`src/rtl/fpga_scan_core_pkg.sv`:
```
// Shared constants for the reduced FPGA fabric core.
// Default chain sizes and pad direction encoding.
package fpga_scan_core_pkg;

   localparam int IO_SIZE_DEF  = 144;
   localparam int SCAN_LEN_DEF = 2304;
   localparam int CCFF_LEN_DEF = 144;

   localparam logic DIR_IN  = 1'b1;
   localparam logic DIR_OUT = 1'b0;

endpackage

```
`src/rtl/fpga_scan_core_scan_cell.sv`:
```
// Mux-D scan flop: se=1 loads si, se=0 loads d.
// Ports: clk, rst_n (async active-low), d, si, se in; q out.
module scan_cell (
   input  logic clk,
   input  logic rst_n,
   input  logic d,
   input  logic si,
   input  logic se,
   output logic q
);

   always_ff @(posedge clk or negedge rst_n) begin
      if (!rst_n) q <= 1'b0;
      else        q <= se ? si : d;
   end

endmodule

```
`src/rtl/fpga_scan_core.sv`:
```
// Reduced FPGA fabric: user scan chain, config shift chain, isolated SoC I/O.
// Ports: clk/Reset (async low), pReset (sync low, cfg only), prog_clk strobe,
//        Test_en, sc_head/sc_tail, ccff_head/ccff_tail, IO_ISOL_N, pad IN/OUT/DIR.
module fpga_scan_core
   import fpga_scan_core_pkg::*;
#(
   parameter int IO_SIZE  = IO_SIZE_DEF,
   parameter int SCAN_LEN = SCAN_LEN_DEF,
   parameter int CCFF_LEN = CCFF_LEN_DEF
) (
   input  logic               clk,
   input  logic               Reset,
   input  logic               pReset,
   input  logic               prog_clk,
   input  logic               Test_en,
   input  logic               sc_head,
   output logic               sc_tail,
   input  logic               ccff_head,
   output logic               ccff_tail,
   input  logic               IO_ISOL_N,
   input  logic [0:IO_SIZE-1] gfpga_pad_EMBEDDED_IO_HD_SOC_IN,
   output logic [0:IO_SIZE-1] gfpga_pad_EMBEDDED_IO_HD_SOC_OUT,
   output logic [0:IO_SIZE-1] gfpga_pad_EMBEDDED_IO_HD_SOC_DIR
);

   logic [SCAN_LEN-1:0] sc;
   logic [CCFF_LEN-1:0] cfg;
   logic                p_q;
   logic                shift_en;

   // Scan chain: flops without a pad input recirculate in capture mode.
   for (genvar i = 0; i < SCAN_LEN; i++) begin : g_sc
      logic d;
      logic si;

      if (i < IO_SIZE) begin : g_pad
         assign d = gfpga_pad_EMBEDDED_IO_HD_SOC_IN[i];
      end else begin : g_hold
         assign d = sc[i];
      end

      if (i == 0) begin : g_head
         assign si = sc_head;
      end else begin : g_link
         assign si = sc[i-1];
      end

      scan_cell u_cell (
         .clk   (clk),
         .rst_n (Reset),
         .d     (d),
         .si    (si),
         .se    (Test_en),
         .q     (sc[i])
      );
   end

   assign sc_tail = sc[SCAN_LEN-1];

   // prog_clk is a strobe in the clk domain; shift once per rising edge.
   assign shift_en = prog_clk & ~p_q;

   always_ff @(posedge clk or negedge Reset) begin
      if (!Reset) begin
         p_q <= 1'b0;
         cfg <= '0;
      end else begin
         p_q <= prog_clk;
         if (!pReset)
            cfg <= '0;
         else if (shift_en)
            cfg <= {cfg[CCFF_LEN-2:0], ccff_head};
      end
   end

   assign ccff_tail = cfg[CCFF_LEN-1];

   // Isolation forces every pad to a quiet input.
   for (genvar i = 0; i < IO_SIZE; i++) begin : g_io
      assign gfpga_pad_EMBEDDED_IO_HD_SOC_OUT[i] = IO_ISOL_N & sc[i];
      assign gfpga_pad_EMBEDDED_IO_HD_SOC_DIR[i] = IO_ISOL_N ? cfg[i] : DIR_IN;
   end

endmodule

```
`config.mk`:
```
export PLATFORM = sky130hd
export DESIGN_NAME = fpga_scan_core
export DESIGN_NICKNAME = d
export VERILOG_FILES = /design/src/rtl/fpga_scan_core_pkg.sv /design/src/rtl/fpga_scan_core_scan_cell.sv /design/src/rtl/fpga_scan_core.sv
export SDC_FILE = /design/constraint.sdc
export NUM_CORES = 2
export LEC_CHECK = 0
export ABC_AREA = 0
export BUFFER_PORTS_ARGS = -buffer_cell sky130_fd_sc_hd__buf_2
export CORE_MARGIN = 1
export CORE_UTILIZATION = 50
export DETAILED_ROUTE_END_ITERATION = 8
export PLACE_DENSITY = 0.64
export SLEW_MARGIN = 20
export SYNTH_ARGS = -nofsm -noshare
export SYNTH_HDL_FRONTEND = slang
export SYNTH_SLANG_ARGS = --single-unit
```
`constraint.sdc`:
```
create_clock -name clk -period 1.6 [get_ports clk]
set_clock_uncertainty 0.2 [all_clocks]
set_input_delay 0.32 -clock clk [delete_from_list [all_inputs] [get_ports clk]]
set_output_delay 0.32 -clock clk [all_outputs]
set_load 0.1 [all_outputs]
```
==> results.tsv <==
stage	metric	value	unit
yosys	number of storage elements in the synthesis netlist	2449	
die	chip width	435	um
critical_path	Data arrival, critical path	1.72	ns
power_and_ir_drop	Internal Dissipation	0.101	W
clock_network	number of levels in the clock H-tree	4	
global_routing	overall track demand over capacity in global routing	17.2	%
power_and_ir_drop	sequential power share	47.4	%
clock_network	clock root buffer	clkbuf_16	
critical_path	startpoint kind of the worst setup timing path	flop	
route	wire length on met3	5.84	mm
route	Remaining DRCs	0	
sta	share of the clock period used by the worst path after layout	140	%
yosys	Synth Warn #	0	
yosys	Synthesized Nets	5803	
die	placeable core area	186000	um^2
worst_hold_path	Hold Crit Class	in -> reg	
critical_path	cells on worst reg2reg path	2	
critical_path	reg-to-reg startpoint	g_sc[62].u_cell.q	
power_and_ir_drop	Power per Cell Area	1120	nW/um^2
power_and_ir_drop	combinational share of power	9.6	%
yosys	Synth top cells by count	dfrtp_1, mux2_2, buf_6, nand2_1	
critical_path	required time at the endpoint of the critical path	1.08	ns
route	Routed WL	158	mm
power_and_ir_drop	fraction of power spent switching nets	23.7	%
global_routing	vias in the first global route	51900	
status	violated checks	hold timing, setup timing	
critical_path	Reg2Reg Capture Point	g_sc[63].u_cell.q	
finish	layout cells sized above 1	55.0	%
place	HPWL after detailed placement	98.2	mm
yosys	number of different library cells in the post-synthesis netlist	12	
sta	worst hold slack	-0.0271	ns
worst_hold_path	terminating pin of the worst hold path	g_sc[85].u_cell.q	
yosys	Avg Inst Size Synth	16.6	um^2
sta	worst slew slack as a fraction of its limit	45.9	%
power_and_ir_drop	Worst IR Drop VDD	0.984	mV
sta	slew at the pin with the worst max-slew slack	0.811	ns
clock_network	Clk Latency, worst-skew pair	0.85	ns
route	ratio of routed vias to standard cells	4.99	
route	violation count after the first detailed-route iteration	1641	
yosys	count of flip-flops with a built-in enable after synthesis	0	
finish	final net count	6938	
die	I/O Pins	442	
die	cell row count	158	
sta	maximum frequency from static timing analysis	447	MHz
finish	share of the core filled with cells in the final layout	63.8	%
yosys	post-synth design cell area	93900	um^2
critical_path	Critical path origin	g_sc[134].u_cell.q	
sta	Worst Slack Setup Final	-0.637	ns
die	Die H	435	um
critical_path	endpoint type of the worst setup path	primary output	
clock_network	Worst-path clk slew	0.06	ns
yosys	sequential element share of the synthesized area	65.3	%
sta	hold violation total from the final report	22	
global_routing	antenna violations before repair	11	
sta	final critical-path required period	2.24	ns
finish	synthesis-to-layout area growth	26.5	%
critical_path	largest fanout on the critical path	2	
clock_network	TritonCTS clock tree	yes	
clock_network	number of buffers added by the clock tree synthesis step	241	
sta	number of max-slew violations in the final report	0	
clock_network	number of sinks handled by clock tree synthesis	2449	
place	final weighted congestion in routability-driven placement	0.807	
power_and_ir_drop	static leakage power	60.0	nW
yosys	synthesized instance count	5651	
critical_path	type of the worst setup path	reg -> out	
power_and_ir_drop	clock network power share	43.0	%
sta	RSZ-0062 raised after global routing	yes	
global_routing	residual overflow from global routing	0	
status	status	complete, but fails checks	
power_and_ir_drop	Switch Pwr	0.0315	W
route	detail-routed net length per standard cell	16.7	um
route	Post-DRT Antenna Nets	0	
flow_run	reported max-cap violation count	0	
route	top layer in use	met5	
place	port bufs	441	
route	detailed-route via count	47300	
die	overall die area	189000	um^2
yosys	dominant synthesized flop cell	dfrtp_1	
worst_hold_path	Min-Delay Path Depth	3	
clock_network	deepest clock path buffer count	3	
global_routing	first-pass GRT wire length	270	mm
critical_path	Worst R2R Setup Slack	0.04	ns
sta	Setup-failing EPs final	291	
route	DR WL met2	78.5	mm
yosys	cell accounting for the most synthesized area	dfrtp_1	
route	metal1 wirelength	68.1	mm
yosys	leading post-synthesis cells by cell area	dfrtp_1, mux2_2, buf_6	
yosys	library cell with the highest instance count after synthesis	dfrtp_1	
global_routing	maximum number of pins on one net before global-route repair	64	
route	detailed-routing iteration count for the pre-antenna-repair pass	4	
die	initial cell density of the core	50.5	%
yosys	Synth async-reset ratio	100	%
worst_hold_path	worst hold start	Test_en	
yosys	top-area cell type share of the netlist area	65.3	%
-- state kept, by name, summed over array words and instances (netlist names) --
| signal | cells |
|---|---|
| p_q | 1 |
| cfg | 144 |
| g_sc.u_cell.q | 2304 |
-- power by group through the flow --
stage               clock, W  sequential [W]  combinational (W)
floorplan                  0          0.0640            0.00734
global placement           0          0.0641             0.0119
detailed placement         0          0.0642             0.0120
CTS                   0.0591          0.0630             0.0129
global route          0.0616          0.0631             0.0135
finish                0.0572          0.0630             0.0128
-- worst max-delay path by stage --
stage                                            end  slack (ns)
4_1_cts        gfpga_pad_EMBEDDED_IO_HD_SOC_OUT[134]       -0.76
5_1_grt        gfpga_pad_EMBEDDED_IO_HD_SOC_OUT[134]       -0.71
6_report       gfpga_pad_EMBEDDED_IO_HD_SOC_OUT[134]       -0.64
3_5_place_dp    gfpga_pad_EMBEDDED_IO_HD_SOC_DIR[77]       -0.25
2_1_floorplan  gfpga_pad_EMBEDDED_IO_HD_SOC_DIR[143]       -0.44
3_3_place_gp    gfpga_pad_EMBEDDED_IO_HD_SOC_DIR[78]       -0.27
-- cell type report --
class                      instances  area [um^2]
fill                           13200        67300
sequential                      2449        61300
multi-input combinational       2882        31200
timing repair buffer            1212        14800
clock buffer                     367         7220
tap                             2480         3100
clock inverter                    77         1050
antenna                            6         15.0
-- stage by stage --
step / TNS, ns / instance area (um^2) / setup WS [ns] / cells / total power, W
after global routing: -162.16 / 119000 / -0.711 / 9472 / 0.138
after detailed placement: -305.85 / 105000 / -0.246 / 8556 / 0.0762
after floorplan: -20.52 / 95100 / -0.439 / 5651 / 0.0713
after global placement: -274.48 / 105000 / -0.265 / 8556 / 0.0761
after CTS: -224.82 / 118000 / -0.763 / 9414 / 0.135
final: -138.97 / 119000 / -0.637 / 9473 / 0.133
-- cell usage in the layout (no fill, tap or decap), types with 5 or more instances in the layout --
master          instances
dfrtp_1              2434
mux2_2               2304
buf_12                410
dlygate4sd3_1         354
buf_4                 287
clkbuf_16             241
buf_2                 147
nand2_1               145
mux2i_1               144
and2_4                144
nand2b_4              144
clkbuf_8               72
clkbuf_1               54
clkinv_2               37
dfrtp_2                15
bufinv_16              15
dlymetal6s4s_1         10
clkinv_16               8
diode_2                 6
clkinvlp_4              6
clkinv_8                5
-- kinds of logic (layout without fill, tap and decap cells) --
group / Yosys count / in the layout / synth area share [%]
buffers and inverters: 320 / 1656 / 3.01
DFF: 2449 / 2449 / 65.3
muxes: 2448 / 2448 / 29.2
other: 0 / 6 / 0
and+or+nand+nor: 434 / 434 / 2.51
-- routing by layer --
metal / global-route usage (%) / vias up
met3: 3.47 / 320
met5: 0 / -
li1: - / 22100
met4: 6.60 / 2
met1: 22.4 / 24400
met2: 28.4 / 529
-- timing repair --
action | CTS | global route
pin swaps | 23 | 0
gates resized for setup | 98 | 15
hold buffers | 364 | 6
setup buffers | 50 | 52
endpoints found under the setup margin | 290 | 902
endpoints found under the hold margin | 2990 | 34
-- critical path: stages (launching register included) --
cell	delay [ns]
dfrtp_2	0.50
and2_4	0.20
buf_12	0.16
Note: power is estimated with default switching activity, not from simulation.
